File: src/rtl/chebyshev_openmp_mac_pipe.sv
`default_nettype none
// ============================================================================
// Module   : chebyshev_openmp_mac_pipe
// Purpose  : Pipelined multiplier with optional saturating accumulation.
// Revision : 1.0 - initial release
// ============================================================================
module chebyshev_openmp_mac_pipe #(
    parameter int ID         = 1,
    parameter int NUM_STAGE  = 3,
    parameter int din0_WIDTH = 16,
    parameter int din1_WIDTH = 16,
    parameter int dout_WIDTH = 32,
    parameter int SIGNED     = 1
) (
    input  logic                  clk,
    input  logic                  reset,
    input  logic                  ce,
    input  logic                  in_valid,
    input  logic [din0_WIDTH-1:0] din0,
    input  logic [din1_WIDTH-1:0] din1,
    input  logic                  acc_en,
    input  logic                  acc_clr,
    output logic [dout_WIDTH-1:0] dout,
    output logic                  out_valid,
    output logic                  ovf
);

    localparam int c_PROD_W = din0_WIDTH + din1_WIDTH;
    // Two guard bits above the wider operand keep the sum free of wrap-around.
    localparam int c_SW = ((c_PROD_W > dout_WIDTH) ? c_PROD_W : dout_WIDTH) + 2;
    localparam logic [c_SW-1:0] c_ONE = {{(c_SW-1){1'b0}}, 1'b1};
    localparam logic [c_SW-1:0] c_MAX = (SIGNED != 0) ? (c_ONE << (dout_WIDTH-1)) - c_ONE
                                                      : (c_ONE << dout_WIDTH) - c_ONE;
    localparam logic [c_SW-1:0] c_MIN = (SIGNED != 0) ? ~((c_ONE << (dout_WIDTH-1)) - c_ONE)
                                                      : {c_SW{1'b0}};

    logic                w_s0, w_s1;
    logic [c_PROD_W-1:0] w_ext0, w_ext1, w_prod;

    assign w_s0   = (SIGNED != 0) & din0[din0_WIDTH-1];
    assign w_s1   = (SIGNED != 0) & din1[din1_WIDTH-1];
    assign w_ext0 = {{(c_PROD_W-din0_WIDTH){w_s0}}, din0};
    assign w_ext1 = {{(c_PROD_W-din1_WIDTH){w_s1}}, din1};
    assign w_prod = w_ext0 * w_ext1;

    logic [c_PROD_W-1:0] w_f_prod;
    logic                w_f_vld, w_f_en, w_f_clr;

    if (NUM_STAGE > 1) begin : g_pipe
        localparam int c_D = NUM_STAGE - 1;
        logic [c_PROD_W-1:0] r_prod [c_D];
        logic [c_D-1:0]      r_vld, r_en, r_clr;

        always_ff @(posedge clk) begin
            if (reset) begin
                r_vld <= '0;
            end else if (ce) begin
                r_vld[0]  <= in_valid;
                r_en[0]   <= acc_en;
                r_clr[0]  <= acc_clr;
                r_prod[0] <= w_prod;
                for (int i = 1; i < c_D; i++) begin
                    r_vld[i]  <= r_vld[i-1];
                    r_en[i]   <= r_en[i-1];
                    r_clr[i]  <= r_clr[i-1];
                    r_prod[i] <= r_prod[i-1];
                end
            end
        end

        assign w_f_prod = r_prod[c_D-1];
        assign w_f_vld  = r_vld[c_D-1];
        assign w_f_en   = r_en[c_D-1];
        assign w_f_clr  = r_clr[c_D-1];
    end else begin : g_direct
        assign w_f_prod = w_prod;
        assign w_f_vld  = in_valid;
        assign w_f_en   = acc_en;
        assign w_f_clr  = acc_clr;
    end

    logic [dout_WIDTH-1:0] r_acc;
    logic [c_SW-1:0]       w_pext, w_aext, w_sum;
    logic                  w_hi, w_lo, w_sat;
    logic [dout_WIDTH-1:0] w_acc_nxt;

    assign w_pext = {{(c_SW-c_PROD_W){(SIGNED != 0) & w_f_prod[c_PROD_W-1]}}, w_f_prod};
    assign w_aext = {{(c_SW-dout_WIDTH){(SIGNED != 0) & r_acc[dout_WIDTH-1]}}, r_acc};
    // A clear starts from zero so the product alone is range-checked.
    assign w_sum  = (w_f_clr ? {c_SW{1'b0}} : w_aext) + w_pext;
    assign w_hi   = $signed(w_sum) > $signed(c_MAX);
    assign w_lo   = $signed(w_sum) < $signed(c_MIN);
    assign w_sat  = w_hi | w_lo;
    assign w_acc_nxt = w_hi ? c_MAX[dout_WIDTH-1:0] :
                       w_lo ? c_MIN[dout_WIDTH-1:0] : w_sum[dout_WIDTH-1:0];

    always_ff @(posedge clk) begin
        if (reset) begin
            r_acc     <= '0;
            dout      <= '0;
            out_valid <= 1'b0;
            ovf       <= 1'b0;
        end else if (ce) begin
            out_valid <= w_f_vld;
            if (w_f_vld) begin
                if (w_f_en) begin
                    r_acc <= w_acc_nxt;
                    dout  <= w_acc_nxt;
                    ovf   <= (w_f_clr ? 1'b0 : ovf) | w_sat;
                end else begin
                    dout  <= w_pext[dout_WIDTH-1:0];
                end
            end
        end
    end

endmodule
`default_nettype wire

File: config.mk
export PLATFORM = sky130hd
export DESIGN_NAME = chebyshev_openmp_mac_pipe
export DESIGN_NICKNAME = d
export VERILOG_FILES = /design/src/rtl/chebyshev_openmp_mac_pipe.sv
export SDC_FILE = /design/constraint.sdc
export NUM_CORES = 1
export LEC_CHECK = 0
export CAP_MARGIN = 0
export CORE_ASPECT_RATIO = 0.5
export CORE_MARGIN = 1.5
export CORE_UTILIZATION = 50
export CTS_CLUSTER_DIAMETER = 100
export DETAILED_ROUTE_END_ITERATION = 8
export GPL_TIMING_DRIVEN = 0
export PLACE_DENSITY = 0.68
export SLEW_MARGIN = 15
export SYNTH_ARGS = -nofsm -noshare
export SYNTH_HDL_FRONTEND = slang
export SYNTH_SLANG_ARGS = --single-unit
File: constraint.sdc
create_clock -name clk -period 11.45 [get_ports clk]
set_clock_uncertainty 0.1 [all_clocks]
set_input_delay 1.7175 -clock clk [delete_from_list [all_inputs] [get_ports clk]]
set_output_delay 1.7175 -clock clk [all_outputs]
set_load 0.03 [all_outputs]
==> results.yml <==
placement:
  gp_congestion: 0.940
  port-buffer-count: 69
  place_hpwl_um: 34100
routing:
  num_vias: 12400
  drc: 0
  wire_per_inst_um: 18.3
  viasPerCell: 5.45
  drtAntennaViolNets: 0
  wl_um: 41700
  first_pass_iters: 5
  drt_iter0_markers: 902
clocking:
  cts_max_level: 4
  cts_root_buf: "clkbuf_16"
  cts_tree: "yes"
  cts_hold_buf: 0
  cts_buffers: 17
  clk_latency_ns: 0.42
  clk_path_buf_depth: 2
  clkTransAtPathRegs_ns: 0.07
  post-cts-setup-buffer-count: 0
  cts_repair_resize_count: 0
  clock-sinks: 136
setup_path:
  critPathMaxFanout: 10
  crit_path_end_kind: "register"
  crit_family: "adder cells"
  cp-start-kind: "primary input"
  slowest_delay_ns: 0.75
  crit_path_top_delay_cell: "clkdlybuf4s50_1"
  arrival_ns: 9.16
  critPathMostFrequentCell: "fa_1"
  crit_chain: "clkdlybuf4s50_1 -> clkbuf_1 -> and2_1 -> fa_1 -> inv_1 -> fa_1 -> fa_1 -> inv_1 -> fa_1 -> fa_1 -> inv_1 -> fa_1 -> inv_1 -> ha_1 -> a211o_1 -> or4b_1 -> a21oi_1 -> o21ai_1 -> a2111oi_0 -> o21bai_1 -> a21oi_1 -> xnor2_1"
  crit_buf_inv: 6
  cp.required_ns: 11.50
  path_class: "primary input to register"
sta:
  layout_min_cycle_time_ns: 9.11
  tightest_slew_ns: 0.801
  fin_setup_tns_ns: 0
  setup_violations: 0
  final_hold_viol_count: 0
  finalMaxSlewViolations: 0
  slew_headroom: 0.452
  period_share: 0.796
  max_freq_mhz: 110
  rsz0062_at_grt: "no"
global_route:
  track_usage: 0.255
  grt_start_max_net_pins: 33
  grt_pass1_vias: 12700
  antenna_found_initial: 0
  grt_overflow: 0
  grt_pass1_wl_um: 67900
yosys:
  synth_seq_cells: 136
  synth-edff-count: 68
  yosysSeqAreaShare: 0.206
  synthArstFlopShare: 0
  synthCells: 1742
  synth.distinct_cells: 65
  syn_area_per_cell_um2: 9.47
  synthesis.area_um2: 16500
  synth_top_flop_cell: "edfxtp_1"
  syn_nets: 2157
  yosysWarnings: 0
floorplanning:
  dieArea_um2: 34200
  fp-row-count: 46
  io_pins: 72
  design.core.area_um2: 32100
  die_w_um: 260
  start_util: 0.515
  die_h_um: 131
layout:
  final_net_count: 2247
  area_growth_pct: 11.5
  layout-drive-gt1-share: 0.0347
  diodes: 0
hold_path:
  hold_path.class: "register to register"
status:
  outcome: "finished, final reports clean"
run:
  cap_violations: 0
## cells in the final DEF (no fill, tap or decap), types with 5 or more instances in the layout
cell               n
a2111oi_0          5
a211o_1            5
a211oi_1           8
a21o_1            23
a21oi_1           98
a31oi_1           52
and2_1           126
and3_1            13
buf_2              8
clkbuf_1          59
clkbuf_16         17
clkdlybuf4s50_1   69
dfxtp_1           68
edfxtp_1          68
fa_1             263
ha_1             114
inv_1            303
inv_6              6
nand2_1          197
nand2b_1           9
nand3_1           12
nand4_1            6
nor2_1            50
nor2b_1           35
nor3_1            10
nor3b_1           32
o21a_1             6
o21ai_0           36
o21bai_1          11
xnor2_1           45
xor2_1            15
## Yosys cell counts, types with 4 or more instances
cell type	instances	area, um^2
a2111oi_0	5	43.8
a211o_1	5	43.8
a211oi_1	8	60.1
a21o_1	23	173
a21oi_1	98	490
a31oi_1	52	325
and2_1	126	788
and3_1	13	81.3
buf_2	8	40.0
clkbuf_1	59	221
dfxtp_1	68	1360
edfxtp_1	68	2040
fa_1	263	5270
ha_1	114	1430
inv_1	303	1140
mux2i_1	4	40.0
nand2_1	197	739
nand2b_1	9	56.3
nand3_1	12	60.1
nand4_1	6	37.5
nor2_1	50	188
nor2b_1	36	225
nor3_1	10	50.1
nor3b_1	32	240
o21a_1	6	45.0
o21ai_0	36	180
o21bai_1	11	82.6
o22ai_1	4	25.0
or2_2	4	25.0
xnor2_1	45	394
xor2_1	15	131
## stage by stage
stage               setup slack (ns)  hold WS, ns  cell area, um^2  utilization  instances
floorplan                       3.77        0.300            16500            -       1742
global placement                2.10        0.301            17700        0.553       2243
detailed placement              2.02        0.305            17800        0.555       2245
CTS                             2.47        0.311            18400        0.574       2277
global route                    2.11        0.318            18400        0.574       2277
finish                          2.34        0.307            18400        0.574       2277
## path summary, 6_finish.rpt
path	start	endpoint	slack (ns)	depth (start not counted)
hold reg to reg	g_pipe.r_prod[0][11]$_DFFE_PP_	g_pipe.r_prod[0][43]$_DFFE_PP_	0.31	0
hold / removal	g_pipe.r_prod[0][11]$_DFFE_PP_	g_pipe.r_prod[0][43]$_DFFE_PP_	0.31	0
setup / recovery	din0[7]	g_pipe.r_prod[0][30]$_DFFE_PP_	2.34	22
setup reg to reg	g_pipe.r_clr[1]$_DFFE_PP_	dout[30]$_SDFFE_PP0P_	6.82	14
## logic make-up (layout without fill, tap and decap cells)
kind of cell	count (synthesis)	in the layout	synth area share
AOI/OAI and AO/OA	283	283	0.110
xor gates and xnor gates	60	60	0.0318
adders and majority gates	377	377	0.405
buffers and inverters	375	478	0.0868
DFF	136	136	0.206
muxes	4	4	0.00243
and+or+nand+nor	507	507	0.157
## registers in the layout (all words and copies together) (netlist names)
name,flops
g_pipe.r_clr,2
g_pipe.r_prod,64
ovf,1
g_pipe.r_en,2
r_acc,32
out_valid,1
g_pipe.r_vld,2
dout,32
## layer usage
layer  vias to the layer above  wire length, um  GRT usage  share of wire
met4                         0              877     0.0610          0.021
li1                       5776                -          -              -
met3                        58             2940     0.0372          0.071
met2                       378            18500      0.399           0.44
met5                         -                0          0              0
met1                      6191            19300      0.373           0.46
## cell type report
class | instances | area (um^2)
clock inverters | 15 | 185
well taps | 432 | 541
multi-input cells | 1231 | 11700
inverters | 303 | 1140
plain buffers | 72 | 295
flip-flops and latches | 136 | 3400
clock buffers | 17 | 425
repair buffers | 71 | 738
fillers | 2836 | 13700
Power is not shown: default switching activity piles up to over one toggle a cycle in this logic, so the estimate is an artifact.
